**config.mk**
```make
export PLATFORM = sky130hd
export DESIGN_NAME = btn_event_gen_flat
export DESIGN_NICKNAME = d
export VERILOG_FILES = /design/src/rtl/btn_event_pkg.sv /design/src/rtl/btn_event_gen_if.sv /design/src/rtl/btn_tick_timer.sv /design/src/rtl/btn_event_gen.sv /design/src/flat_wrapper.sv
export SDC_FILE = /design/constraint.sdc
export NUM_CORES = 1
export LEC_CHECK = 0
export CAP_MARGIN = 0
export CORE_ASPECT_RATIO = 0.75
export CORE_MARGIN = 3
export CORE_UTILIZATION = 35
export DETAILED_ROUTE_END_ITERATION = 6
export PLACE_DENSITY = 0.53
export SLEW_MARGIN = 20
export SYNTH_ARGS = -nofsm -noshare
export SYNTH_HDL_FRONTEND = slang
export SYNTH_SLANG_ARGS = --single-unit
```
**constraint.sdc**
```tcl
create_clock -name clk -period 2.35 [get_ports clk]
set_input_delay 0.47 -clock clk [delete_from_list [all_inputs] [get_ports clk]]
set_output_delay 0.47 -clock clk [all_outputs]
set_load 0.05 [all_outputs]
```
**src/rtl/btn_event_pkg.sv**
```systemverilog
// Shared types, 50 MHz timing defaults and sizing helper for the button event generator.
package btn_event_pkg;

  typedef enum logic [1:0] {
    WAIT_REL = 2'd0,
    IDLE     = 2'd1,
    PRESSED  = 2'd2,
    LONG     = 2'd3
  } btn_state_e;

  localparam int unsigned CLK_HZ             = 50_000_000;
  localparam int unsigned DEF_LONG_CYCLES    = CLK_HZ / 2;
  localparam int unsigned DEF_REPEAT_CYCLES  = CLK_HZ / 10;
  localparam int unsigned DEF_DCLICK_CYCLES  = CLK_HZ / 4;

  // Bits needed to count up to max(a, b) - 1; never narrower than one bit.
  function automatic int unsigned cnt_width(input int unsigned a, input int unsigned b);
    int unsigned m;
    m = (a > b) ? a : b;
    return (m < 2) ? 32'd1 : 32'($clog2(m));
  endfunction

endpackage

```
**src/rtl/btn_event_gen_if.sv**
```systemverilog
// Button level in, event pulses out; master is the debouncer/counter side, slave the generator.
interface btn_event_gen_if;
  logic btn_clean;
  logic press_pulse;
  logic release_pulse;
  logic long_pulse;
  logic repeat_pulse;
  logic held;
  logic double_pulse;

  modport master (
    output btn_clean,
    input  press_pulse, release_pulse, long_pulse, repeat_pulse, held, double_pulse
  );

  modport slave (
    input  btn_clean,
    output press_pulse, release_pulse, long_pulse, repeat_pulse, held, double_pulse
  );
endinterface

```
**src/rtl/btn_tick_timer.sv**
```systemverilog
// Clearable up-counter with a terminal-count compare against a run-time value.
module btn_tick_timer #(
  parameter int unsigned W = 8
) (
  input  logic         clk,
  input  logic         rst,
  input  logic         clr,
  input  logic         en,
  input  logic [W-1:0] tc_val,
  output logic         tc_c
);

  logic [W-1:0] cnt;

  always_ff @(posedge clk) begin
    if (rst || clr) cnt <= '0;
    else if (en)    cnt <= cnt + W'(1);
  end

  assign tc_c = (cnt == tc_val);

endmodule

```
**src/rtl/btn_event_gen.sv**
```systemverilog
// Turns a debounced button level into press/release/long/repeat pulses.
// Define DOUBLE_CLICK_EN to add the double-click detector on double_pulse.
module btn_event_gen
  import btn_event_pkg::*;
#(
  parameter int unsigned LONG_CYCLES   = DEF_LONG_CYCLES,
  parameter int unsigned REPEAT_CYCLES = DEF_REPEAT_CYCLES,
  parameter int unsigned DCLICK_CYCLES = DEF_DCLICK_CYCLES
) (
  input logic            clk,
  input logic            rst,
  btn_event_gen_if.slave bus
);

  localparam int unsigned CW = cnt_width(LONG_CYCLES, REPEAT_CYCLES);

  localparam logic [1:0] S_WAIT_REL = WAIT_REL;
  localparam logic [1:0] S_IDLE     = IDLE;
  localparam logic [1:0] S_PRESSED  = PRESSED;
  localparam logic [1:0] S_LONG     = LONG;

  logic [1:0]    state, state_nxt;
  logic          press_d, release_d, long_d, repeat_d;
  logic          cnt_clr_c, cnt_en_c, cnt_tc_c;
  logic [CW-1:0] cnt_tc_val_c;

  btn_tick_timer #(.W(CW)) u_cnt (
    .clk    (clk),
    .rst    (rst),
    .clr    (cnt_clr_c),
    .en     (cnt_en_c),
    .tc_val (cnt_tc_val_c),
    .tc_c   (cnt_tc_c)
  );

  // Next state and pulse decode; release wins over a coincident terminal count.
  always_comb begin
    state_nxt    = state;
    press_d      = 1'b0;
    release_d    = 1'b0;
    long_d       = 1'b0;
    repeat_d     = 1'b0;
    cnt_clr_c    = 1'b0;
    cnt_en_c     = 1'b0;
    cnt_tc_val_c = CW'(LONG_CYCLES - 1);
    case (state)
      S_WAIT_REL: begin
        if (!bus.btn_clean) state_nxt = S_IDLE;
      end
      S_IDLE: begin
        if (bus.btn_clean) begin
          state_nxt = S_PRESSED;
          press_d   = 1'b1;
          cnt_clr_c = 1'b1;
        end
      end
      S_PRESSED: begin
        if (!bus.btn_clean) begin
          state_nxt = S_IDLE;
          release_d = 1'b1;
          cnt_clr_c = 1'b1;
        end else if (cnt_tc_c) begin
          state_nxt = S_LONG;
          long_d    = 1'b1;
          cnt_clr_c = 1'b1;
        end else begin
          cnt_en_c  = 1'b1;
        end
      end
      S_LONG: begin
        cnt_tc_val_c = CW'(REPEAT_CYCLES - 1);
        if (!bus.btn_clean) begin
          state_nxt = S_IDLE;
          release_d = 1'b1;
          cnt_clr_c = 1'b1;
        end else if (cnt_tc_c) begin
          repeat_d  = 1'b1;
          cnt_clr_c = 1'b1;
        end else begin
          cnt_en_c  = 1'b1;
        end
      end
      default: state_nxt = S_WAIT_REL;
    endcase
  end

  always_ff @(posedge clk) begin
    if (rst) begin
      state             <= S_WAIT_REL;
      bus.press_pulse   <= 1'b0;
      bus.release_pulse <= 1'b0;
      bus.long_pulse    <= 1'b0;
      bus.repeat_pulse  <= 1'b0;
      bus.held          <= 1'b0;
    end else begin
      state             <= state_nxt;
      bus.press_pulse   <= press_d;
      bus.release_pulse <= release_d;
      bus.long_pulse    <= long_d;
      bus.repeat_pulse  <= repeat_d;
      bus.held          <= (state_nxt == S_PRESSED) || (state_nxt == S_LONG);
    end
  end

`ifdef DOUBLE_CLICK_EN
  localparam int unsigned WW = cnt_width(DCLICK_CYCLES + 1, 2);

  logic win_armed, no_rearm;
  logic win_load_c, win_en_c, win_tc_c, win_open_c, dbl_c;

  // Window counts IDLE cycles since a short release; open until DCLICK_CYCLES elapse.
  btn_tick_timer #(.W(WW)) u_win (
    .clk    (clk),
    .rst    (rst),
    .clr    (win_load_c),
    .en     (win_en_c),
    .tc_val (WW'(DCLICK_CYCLES)),
    .tc_c   (win_tc_c)
  );

  assign win_load_c = release_d && (state == S_PRESSED) && !no_rearm;
  assign win_open_c = win_armed && !win_tc_c;
  assign win_en_c   = (state == S_IDLE) && win_open_c;
  assign dbl_c      = press_d && win_open_c;

  always_ff @(posedge clk) begin
    if (rst) begin
      win_armed        <= 1'b0;
      no_rearm         <= 1'b0;
      bus.double_pulse <= 1'b0;
    end else begin
      bus.double_pulse <= dbl_c;
      if (dbl_c) begin
        win_armed <= 1'b0;
        no_rearm  <= 1'b1;
      end else if (release_d) begin
        win_armed <= win_load_c;
        no_rearm  <= 1'b0;
      end
    end
  end
`else
  logic unused_dclick;
  assign unused_dclick    = ^DCLICK_CYCLES;
  assign bus.double_pulse = 1'b0;
`endif

endmodule

```
**src/flat_wrapper.sv**
```systemverilog
// flat-port wrapper written by rule: the top's interface ports become plain ports
module btn_event_gen_flat import btn_event_pkg::*;
#(
  parameter int unsigned LONG_CYCLES   = DEF_LONG_CYCLES,
  parameter int unsigned REPEAT_CYCLES = DEF_REPEAT_CYCLES,
  parameter int unsigned DCLICK_CYCLES = DEF_DCLICK_CYCLES
)
  (clk, rst, bus_btn_clean, bus_press_pulse, bus_release_pulse, bus_long_pulse, bus_repeat_pulse, bus_held, bus_double_pulse);
  btn_event_gen_if bus_i ();
  input logic clk;
  input logic rst;
  input wire logic [$bits(bus_i.btn_clean)-1:0] bus_btn_clean;
  output wire logic [$bits(bus_i.press_pulse)-1:0] bus_press_pulse;
  output wire logic [$bits(bus_i.release_pulse)-1:0] bus_release_pulse;
  output wire logic [$bits(bus_i.long_pulse)-1:0] bus_long_pulse;
  output wire logic [$bits(bus_i.repeat_pulse)-1:0] bus_repeat_pulse;
  output wire logic [$bits(bus_i.held)-1:0] bus_held;
  output wire logic [$bits(bus_i.double_pulse)-1:0] bus_double_pulse;
  assign bus_i.btn_clean = bus_btn_clean;
  assign bus_press_pulse = bus_i.press_pulse;
  assign bus_release_pulse = bus_i.release_pulse;
  assign bus_long_pulse = bus_i.long_pulse;
  assign bus_repeat_pulse = bus_i.repeat_pulse;
  assign bus_held = bus_i.held;
  assign bus_double_pulse = bus_i.double_pulse;
  btn_event_gen #(.LONG_CYCLES(LONG_CYCLES), .REPEAT_CYCLES(REPEAT_CYCLES), .DCLICK_CYCLES(DCLICK_CYCLES)) u_core (.clk(clk), .rst(rst), .bus(bus_i));
endmodule
```
### Word level (Yosys, flattened, before mapping)

Index checks and enable logic that the tools add are counted.
Widths: inputs -> output; s select.

* register bits: 32
* word-level logic and storage cells: 42
* bits of input ports: 3

* multiplexer cells: 15
* reduce and logical (&&, ||, !) cells: 9
* $add $sub $neg: 1
* eq/ne operators: 6
* bitwise logic cells: 4

Operators with widths (number)
* $add 25x1->25 const B: 1
* $eq 25x25->1: 1
* $mux 25: 1
* $reduce_or 2->1: 6
* $eq 2x2->1 const B: 4
* $mux 1: 8
* $mux 2: 4
* $pmux 2 s3: 1
* $not 1->1: 4
* $eq 2x1->1 const B: 1
* $logic_not 2->1: 1
* $logic_or 1x1->1: 2
* $pmux 1 s2: 1

### Depth between registers and ports, before layout

Gate-level depths: netlist (run 1).

* depth in word-level cells: 8
* gate-level depth with buffers: 9
* gate-level depth less buffers: 7

### Modules after synthesis

A second synthesis (run 1) with hierarchy kept.

* cell total of the unflattened synthesis: 207
* area, all modules: 1811.7 um^2

By module, submodules not included
* btn_tick_timer: cells each 169, times used 1, sequential area each 500.5 um^2, area each 1467.7 um^2
* btn_event_gen: cells each 38, times used 1, sequential area each 140.1 um^2, area each 344.1 um^2

### Least setup slack after synthesis (run 1)

Ideal clock, no wire load.

* path type: reg-to-reg
* start point: register u_core.state[0]
* end point: register u_core.u_cnt.cnt[10]
* arrival: 1848 ps
* path slack: 433 ps
* data required time: 2280 ps
* clock period less this slack: 1917 ps
* stages on the path, launching flop included: 7
* path buffers: 1
* cells stage by stage: dfxtp_1 ha_1 mux2i_1 nor3_2 buf_6 or4_1 a21oi_1

* word-level cells in the longest chain between the ends: 7
* elaborated cells on any way between the ends: 13
* those cells by class: eq/ne (4); mux (7); reduce/logical (2)

Ends and longest elaborated chain
* from (decl): RTL line btn_event_gen.sv:22 `logic [1:0] state, state_nxt;`
* from (signal assigned): RTL line btn_event_gen.sv:96 `state <= state_nxt;`
* $eq 2x2->1: RTL line btn_event_gen.sv:46 `case (state)`
* $mux 25: RTL line btn_event_gen.sv:46
* $eq 25x25->1: RTL line btn_tick_timer.sv:20 `assign tc_c = (cnt == tc_val);`
* $mux 1: RTL line btn_event_gen.sv:62, btn_event_gen.sv:76
* $mux 1: RTL line btn_event_gen.sv:72 `if (!bus.btn_clean) begin`
* $pmux 1 s2: RTL line btn_event_gen.sv:46
* $logic_or 1x1->1: RTL line btn_tick_timer.sv:16 `if (rst || clr) cnt <= '0;`
* to (signal assigned): RTL line btn_tick_timer.sv:17 `else if (en) cnt <= cnt + W'(1);`
* to (decl): RTL line btn_tick_timer.sv:13 `logic [W-1:0] cnt;`

Several ways; a longest one is shown, not always the timed one.
A chain may end at the register's enable or synchronous reset.

### Final worst setup path (run 1)

* start point: register u_core.state[0]
* end point: register u_core.u_cnt.cnt[11]

Same word-level chain as after synthesis.

==> results of run 1 <==
## what timing repair did
action | CTS | global route
buffers inserted | 0 | 0
resized for setup | 0 | 1
setup endpoints to repair | 0 | 3
## worst paths after layout
check,start,to,slack [ns]
setup / recovery,u_core.state[0],u_core.u_cnt.cnt[11],0.25
hold / removal,u_core.u_cnt.cnt[22],u_core.u_cnt.cnt[22],0.50
hold reg to reg,u_core.u_cnt.cnt[22],u_core.u_cnt.cnt[22],0.50
setup reg to reg,u_core.state[0],u_core.u_cnt.cnt[11],0.25
## critical path, cell delays in order, from the launching register on
cell and delay, ns:
dfxtp_1 0.40, ha_2 0.31, mux2i_1 0.35, nor3_2 0.13, buf_12 0.17, or4_1 0.50
a21oi_1 0.16
## cell usage in the layout (no fill, tap or decap), types with 2 or more instances in the layout
master and count:
o31ai_1 12, inv_1 4, nand3_1 10, o32ai_1 2, and2_1 3, clkdlybuf4s50_1 7, and4_1 6, clkbuf_1 2
nor2_1 12, and4bb_1 2, nor3_1 2, or3_1 6, or4_1 11, o21ai_0 6, xor2_1 8, dfxtp_1 32
and3_1 3, nand2b_1 2, buf_4 6, a21oi_1 19, ha_1 5, clkbuf_8 6, nor4bb_1 2, nor3_2 2
nand4_1 7, nand2_1 11
## cell families (layout without fill, tap and decap cells)
family	count (synthesis)	count (layout)	synth area share
DFF	32	32	0.370
AOI/OAI and AO/OA	45	45	0.161
and+or+nand+nor	85	85	0.311
other	1	1	0.00217
buffers and inverters	16	26	0.0528
adders and majority gates	6	6	0.0434
muxes	2	2	0.0188
xor gates and xnor gates	8	8	0.0405
## per-stage QoR
step	utilization	cell area (sq um)	instances	setup TNS (ns)
floorplan	-	1730	195	0
global placement	0.402	1860	254	0
finish	0.422	1950	262	0
detailed placement	0.402	1860	254	-0.0225
CTS	0.422	1950	262	0
global route	0.422	1950	262	0
## power by group through the flow
stage,combinational [W],clock [W],sequential (W)
after floorplan,0.0000715,0,0.000580
after global placement,0.000109,0,0.000570
after detailed placement,0.000112,0,0.000571
after CTS,0.000112,0.000452,0.000559
after global routing,0.000125,0.000464,0.000559
final,0.000112,0.000432,0.000559
## area by class of cell
class	instances	area (sq um)
inverters	4	15.0
multi-input cells	147	1000
well taps	57	71.3
repair buffers	14	135
flip-flops and latches	32	641
clock buffers	8	90.1
fillers	452	2670
## flip-flops by register name, indices dropped and copies added (netlist names)
signal / flops
u_core.bus.held: 1
u_core.bus.long_pulse: 1
u_core.bus.press_pulse: 1
u_core.bus.release_pulse: 1
u_core.bus.repeat_pulse: 1
u_core.state: 2
u_core.u_cnt.cnt: 25
## metal layers
layer | share of wire | wire length (um)
met1 | 0.51 | 1980
met2 | 0.44 | 1720
met3 | 0.044 | 173
met4 | 0.010 | 40
met5 | 0 | 0
==> impl_metrics.ini, run 1 <==
[outcome]
status = completed

[timing]
fin_crit_ns = 2.10
final-setup-viol-count = 0
slew_headroom = 0.663
setup_ws_ns = 0.248
layout_worst_path_cycle_share = 0.894
drv_slew = 0
fin_skew_ns = 0.00575
fmax_mhz = 476
finalHoldViolations = 0
holdWs_ns = 0.496
worst_slew_pin_slew_ns = 0.505
grt_setup_unrepaired = false

[route]
vias = 1535
wire_per_inst_um = 14.9
routed_wirelength_mm = 3.91
drt-initial-drc-count = 83
via_per_inst = 5.86
ant_nets = 0
drc_errors = 0
drtPass1Iterations = 5

[global_routing]
grt_usage = 0.147
grt_pass1_vias = 1444
met1_usage = 0.200
grt_pass1_wl_mm = 6.68
busiest_layer = met2
grtUsageMet2 = 0.224
grt_antenna_before_repair = 0
grt-ovfl-total = 0
grt_max_degree = 33
use_met3 = 0.0371

[power]
seq_power_share = 0.507
power_frac_comb = 0.102
powerDensity_nw_per_um2 = 565
p_total_w = 0.00110
p_sw_w = 0.000273
swShare = 0.247
p_leak_nw = 0.615
p_int_w = 0.000831
clkPwrFrac = 0.392
ir_drop_mv = 0.303

[worst_setup_path]
critPathLaunchType = flop
worstPathArrival_ns = 2.31
crit_type = reg -> reg
critPathMaxFanout = 32
worstSetupEndpointType = flop
r2r_cells = 6
crit_required_ns = 2.56

[clock_network]
clock_latency_ns = 0.28
htreeDepth = 2
cts_tree = built
cts_hold_buffers = 0
clock_path_buffers = 2
clkSlewWorstSetupHoldPaths_ns = 0.07
cts_buffers = 5
cts_sinks = 32
root_buffer = clkbuf_8

[logic_synthesis]
synthTopCellsByArea = dfxtp_1 37%, a21oi_1 5.5%, o31ai_1 5.2%
synth_area_sq_um = 1730
yosysTopAreaCell = dfxtp_1
synth_commonest_cells = 32 x dfxtp_1, 19 x a21oi_1, 12 x nor2_1, 12 x o31ai_1
yosysTopAreaCellShare = 0.370
ys_seq_elements = 32
yosysMostFrequentCell = dfxtp_1
yosysWarnings = 0
synthesis.nets = 204
synth-edff-count = 0
async_reset_ff_frac = 0
ys_seq_area_frac = 0.370
synthCells = 195
synth_cell_types = 42
avgSynthCellArea_sq_um = 8.87
synth_top_flop_cell = dfxtp_1

[placement]
port_buffers = 7
gp_congestion = 0.804
pre_cts_slack_ns = -0.0225
hpwl_mm = 2.82

[layout]
area_growth_syn_to_layout_pct = 12.9
n_antenna_cell = 0
layout.nets = 213
drive_gt1_frac = 0.0927

[floorplan]
die_h_um = 66.9
rows = 21
ios = 9
die_area_sq_um = 5830
core-area_sq_um = 4620
start_util = 0.374
die_w_um = 87.2

[hold_path]
worstHoldPathType = reg -> reg
min_path_cells = 2

[run]
drv_cap = 0
No activity file was read; power rests on OpenSTA's default activity.
==> inputs of run 2 (changes only) <==
- CORE_ASPECT_RATIO: 0.75 -> unset
- CORE_UTILIZATION: 35 -> 59
- PLACE_DENSITY: 0.53 -> 0.81
==> run 2 against run 1 <==
Clock power down 33%; global-route usage up 7.5 points; total power down 13%; worst hold slack better by 0.0096 ns; cell count down 10%; die area down 38%; sequential power about the same; utilization up 25 points; sequential share of layout area up 1.6 points; fmax down 4.7%; critical path type unchanged.
==> impl_metrics.ini, run 2 (synthesis results as in run 1) <==
[timing]
holdWs_ns = 0.506
grt_setup_unrepaired = false
drv_slew = 0
fin_crit_ns = 2.21
fin_skew_ns = 0.0138
fmax_mhz = 453
layout_worst_path_cycle_share = 0.938
totalNegativeSetupSlack_ns = 0
worst_slew_pin_slew_ns = 0.530
finalHoldViolations = 0
slew_headroom = 0.642
final-setup-viol-count = 0

[floorplan]
rows = 19
die_area_sq_um = 3620
start_util = 0.622
core-area_sq_um = 2780
ios = 9
die_h_um = 60.2
die_w_um = 60.2

[power]
p_sw_w = 0.000258
ir_drop_mv = 0.496
seq_power_share = 0.583
swShare = 0.269
p_int_w = 0.000701
p_leak_nw = 0.598
powerDensity_nw_per_um2 = 515
clkPwrFrac = 0.302
power_frac_comb = 0.116

[layout]
area_growth_syn_to_layout_pct = 7.59
reg.largest.list = u_core.u_cnt.cnt: 25 flops, u_core.state: 2 flops
layout_commonest_cell = dfxtp_1
multiInputGateArea_sq_um = 998
final_util = 0.669
layout.nets = 213
fin_cells = 235
fill_cells = 241
layout_common_cells = 32 x dfxtp_1, 19 x a21oi_1, 12 x o31ai_1, 12 x nor2_1
n_antenna_cell = 0
largest_reg_flops = 25
drive_gt1_frac = 0.0882
regArea_sq_um = 641
largest_register = u_core.u_cnt.cnt

[worst_setup_path]
critPathLaunchType = flop
worstSetupEndpointType = flop
critical-path-max-stage-delay_ns = 0.52
crit_slowest_cell = or4_1
crit_start = u_core.state[0]
crit_type = reg -> reg
critPathMaxFanout = 20
critPathTopFamily = simple AND/OR/NAND/NOR gates
reg2reg_slack_ns = 0.14
path_cells = ha_1 > mux2i_1 > nor3_2 > buf_4 > or4_1 > a21oi_1
worstPathArrival_ns = 2.47
crit-reg2reg-launch = u_core.state[0]
crit_buf_inv = 1
crit_required_ns = 2.62

[route]
drtPass1Iterations = 4
ant_nets = 0
drt-initial-drc-count = 58
wire_per_inst_um = 15.7
routed_wirelength_mm = 3.68
vias = 1508
drc_errors = 0
via_per_inst = 6.42

[clock_network]
cts_buffers = 5
clkSlewWorstSetupHoldPaths_ns = 0.10
cts_sinks = 32
cts_tree = built
cts_hold_buffers = 0
root_buffer = clkbuf_4
cts_setup_buffers = 0
post_cts_resized = 0
clock_path_buffers = 2
clock_latency_ns = 0.33
htreeDepth = 2

[global_routing]
grt-ovfl-total = 0
met1_usage = 0.270
grt_antenna_before_repair = 0
grt_usage = 0.222
use_met3 = 0.0432
grt_max_degree = 26
grt_pass1_wl_mm = 6.09
busiest_layer = met2
grtUsageMet2 = 0.377
grt_pass1_vias = 1436

[run]
drv_cap = 0

[placement]
port_buffers = 7
gp_congestion = 0.883
hpwl_mm = 2.57
dp.cells = 228

[outcome]
status = completed

[hold_path]
hp-start = u_core.u_cnt.cnt[4]
worstHoldPathType = reg -> reg
## run 2: changes by cell type in the layout (fill, tap and decap cells not counted)
cell,previous run,this run
buf_12,1,0
ha_2,1,0
clkinv_2,0,1
clkbuf_8,6,0
clkbuf_1,2,1
ha_1,5,6
clkbuf_4,0,5
buf_4,6,7
## run 2: area by class of cell
class | instances | area share
Sequential cell | 32 | 0.344
Inverter | 4 | 0.00806
Multi-Input combinational cell | 147 | 0.536
Tap cell | 31 | 0.0208
Clock buffer | 6 | 0.0222
Timing Repair Buffer | 14 | 0.0659
Clock inverter | 1 | 0.00269
## run 2: worst paths after layout
path / endpoint / cells after the start
worst min-delay path: u_core.u_cnt.cnt[4] / 2
worst min register to register: u_core.u_cnt.cnt[4] / 2
worst max register to register: u_core.u_cnt.cnt[9] / 6
worst max-delay path: u_core.u_cnt.cnt[9] / 6
## run 2: power by group through the flow
stage	clock [W]	sequential (W)	combinational, W
floorplan	0	0.000580	0.0000715
global placement	0	0.000570	0.000105
detailed placement	0	0.000571	0.000110
CTS	0.000292	0.000558	0.000111
global route	0.000319	0.000560	0.000123
finish	0.000289	0.000558	0.000111
## run 2: tightest hold or removal path: cells and delay by family (launching register included)
| kind | cells | cell delay (ns) |
|---|---|---|
| DFF | 1 | 0.34 |
| AOI/OAI and AO/OA | 2 | 0.13 |
## run 2: stage by stage
step | cell area (sq um) | total power, W | setup slack (ns)
finish | 1860 | 0.000958 | 0.145
detailed placement | 1820 | 0.000681 | 0.0595
CTS | 1860 | 0.000961 | 0.158
floorplan | 1730 | 0.000652 | 0.433
global route | 1860 | 0.00100 | 0.0414
global placement | 1820 | 0.000675 | 0.127
## run 2: per-layer routing
metal  vias to the layer above  wire, um
met5                         -         0
met3                         9       135
met2                        29      1760
li1                        754         -
met1                       716      1710
met4                         0        73
==> inputs of run 3 (changes only) <==
- REMOVE_ABC_BUFFERS: unset -> 1
==> run 3 against run 2 <==
Non-clock buffer count down 2; sequential share of layout area down 0.50 points; fmax down 1.6%; worst hold slack better by 0.0048 ns; critical path type unchanged; largest power group unchanged.
==> impl_metrics.ini, run 3 (synthesis results as in run 1) <==
[outcome]
status = completed

[global_routing]
grt_pass1_vias = 1484
grt_max_degree = 33
grt-ovfl-total = 0
grt_pass1_wl_mm = 6.57
grt_antenna_before_repair = 0
grt_usage = 0.242

[timing]
worst_slew_pin_slew_ns = 0.508
fin_skew_ns = 0.0135
fin_crit_ns = 2.24
drv_slew = 0
totalNegativeSetupSlack_ns = 0
finalHoldViolations = 0
layout_worst_path_cycle_share = 0.954
final-setup-viol-count = 0
holdWs_ns = 0.510
fmax_mhz = 446
grt_setup_unrepaired = false
slew_headroom = 0.660

[layout]
drive_gt1_frac = 0.0837
fill_cells = 242
layout_commonest_cell = dfxtp_1
regArea_sq_um = 641
largest_reg_flops = 25
multiInputGateArea_sq_um = 998
fin_cells = 234
reg.largest.list = u_core.u_cnt.cnt: 25 flops, u_core.state: 2 flops
n_antenna_cell = 0
largest_register = u_core.u_cnt.cnt
layout.nets = 211
layout_common_cells = 32 x dfxtp_1, 19 x a21oi_1, 12 x o31ai_1, 12 x nor2_1
area_growth_syn_to_layout_pct = 9.18

[placement]
hpwl_mm = 2.65
dp.cells = 226
port_buffers = 7
gp_congestion = 0.851

[floorplan]
die_w_um = 60.2
die_area_sq_um = 3620
ios = 9
die_h_um = 60.2
core-area_sq_um = 2780
start_util = 0.622
rows = 19

[clock_network]
clock_path_buffers = 2
htreeDepth = 2
root_buffer = clkbuf_4
cts_buffers = 5
cts_hold_buffers = 0
cts_tree = built
cts_setup_buffers = 0
clkSlewWorstSetupHoldPaths_ns = 0.11
cts_sinks = 32
post_cts_resized = 0
clock_latency_ns = 0.34

[route]
via_per_inst = 6.62
drc_errors = 0
wire_per_inst_um = 16.5
vias = 1548
drtPass1Iterations = 4
drt-initial-drc-count = 87
routed_wirelength_mm = 3.87
ant_nets = 0

[power]
p_leak_nw = 0.604
powerDensity_nw_per_um2 = 579
p_total_w = 0.00109
ir_drop_mv = 0.646

[worst_setup_path]
crit_type = reg -> reg
crit_required_ns = 2.61
worstSetupEndpointType = flop
critPathMaxFanout = 32
critPathLaunchType = flop
worstPathArrival_ns = 2.50

[hold_path]
worstHoldPathType = reg -> reg

[run]
drv_cap = 0
-- run 3: cell count changes in the layout (fill, tap and decap cells not counted) --
cell and change:
buf_12 +1, bufinv_16 +1, buf_4 -3
-- run 3: worst paths after layout --
kind	cells after the start	endpoint	slack, ns	from
worst max register to register	6	u_core.u_cnt.cnt[10]	0.11	u_core.state[0]
worst max-delay path	6	u_core.u_cnt.cnt[10]	0.11	u_core.state[0]
worst min-delay path	2	u_core.u_cnt.cnt[4]	0.51	u_core.u_cnt.cnt[4]
worst min register to register	2	u_core.u_cnt.cnt[4]	0.51	u_core.u_cnt.cnt[4]
-- run 3: through the flow --
stage | setup slack, ns | instance area (sq um) | util
2_1_floorplan | 0.0708 | 1650 | -
3_3_place_gp | 0.168 | 1810 | 0.652
3_5_place_dp | 0.0956 | 1810 | 0.652
4_1_cts | 0.102 | 1890 | 0.679
5_1_grt | 0.0120 | 1890 | 0.679
6_report | 0.108 | 1890 | 0.679
-- run 3: critical path: stages, from the launching register on --
cell     delay [ns]
dfxtp_1        0.41
ha_1           0.39
mux2i_1        0.37
nor3_2         0.13
buf_12         0.18
or4_1          0.52
a21oi_1        0.17
-- run 3: where the power goes --
| part | total [W] | switching [W] | internal [W] |
|---|---|---|---|
| clock network | 0.000419 | 0.000196 | 0.000223 |
| registers | 0.000559 | 0.00000762 | 0.000551 |
| logic | 0.000116 | 0.0000751 | 0.0000405 |
| total | 0.00109 | 0.000279 | 0.000815 |
-- run 3: routing by layer --
metal	GRT usage	share of wire	routed length [um]	up-vias
met5	0	0	0	-
met4	0.146	0.026	101	0
met3	0.0454	0.051	197	13
met2	0.389	0.49	1890	50
met1	0.298	0.43	1680	739
li1	-	-	-	746
-- run 3: cell type report --
| class | count | area share |
|---|---|---|
| multi-input cells | 147 | 0.528 |
| flip-flops and latches | 32 | 0.339 |
| repair buffers | 12 | 0.0636 |
| clock buffers | 6 | 0.0219 |
| well taps | 31 | 0.0205 |
| clock inverters | 2 | 0.0185 |
| inverters | 4 | 0.00795 |
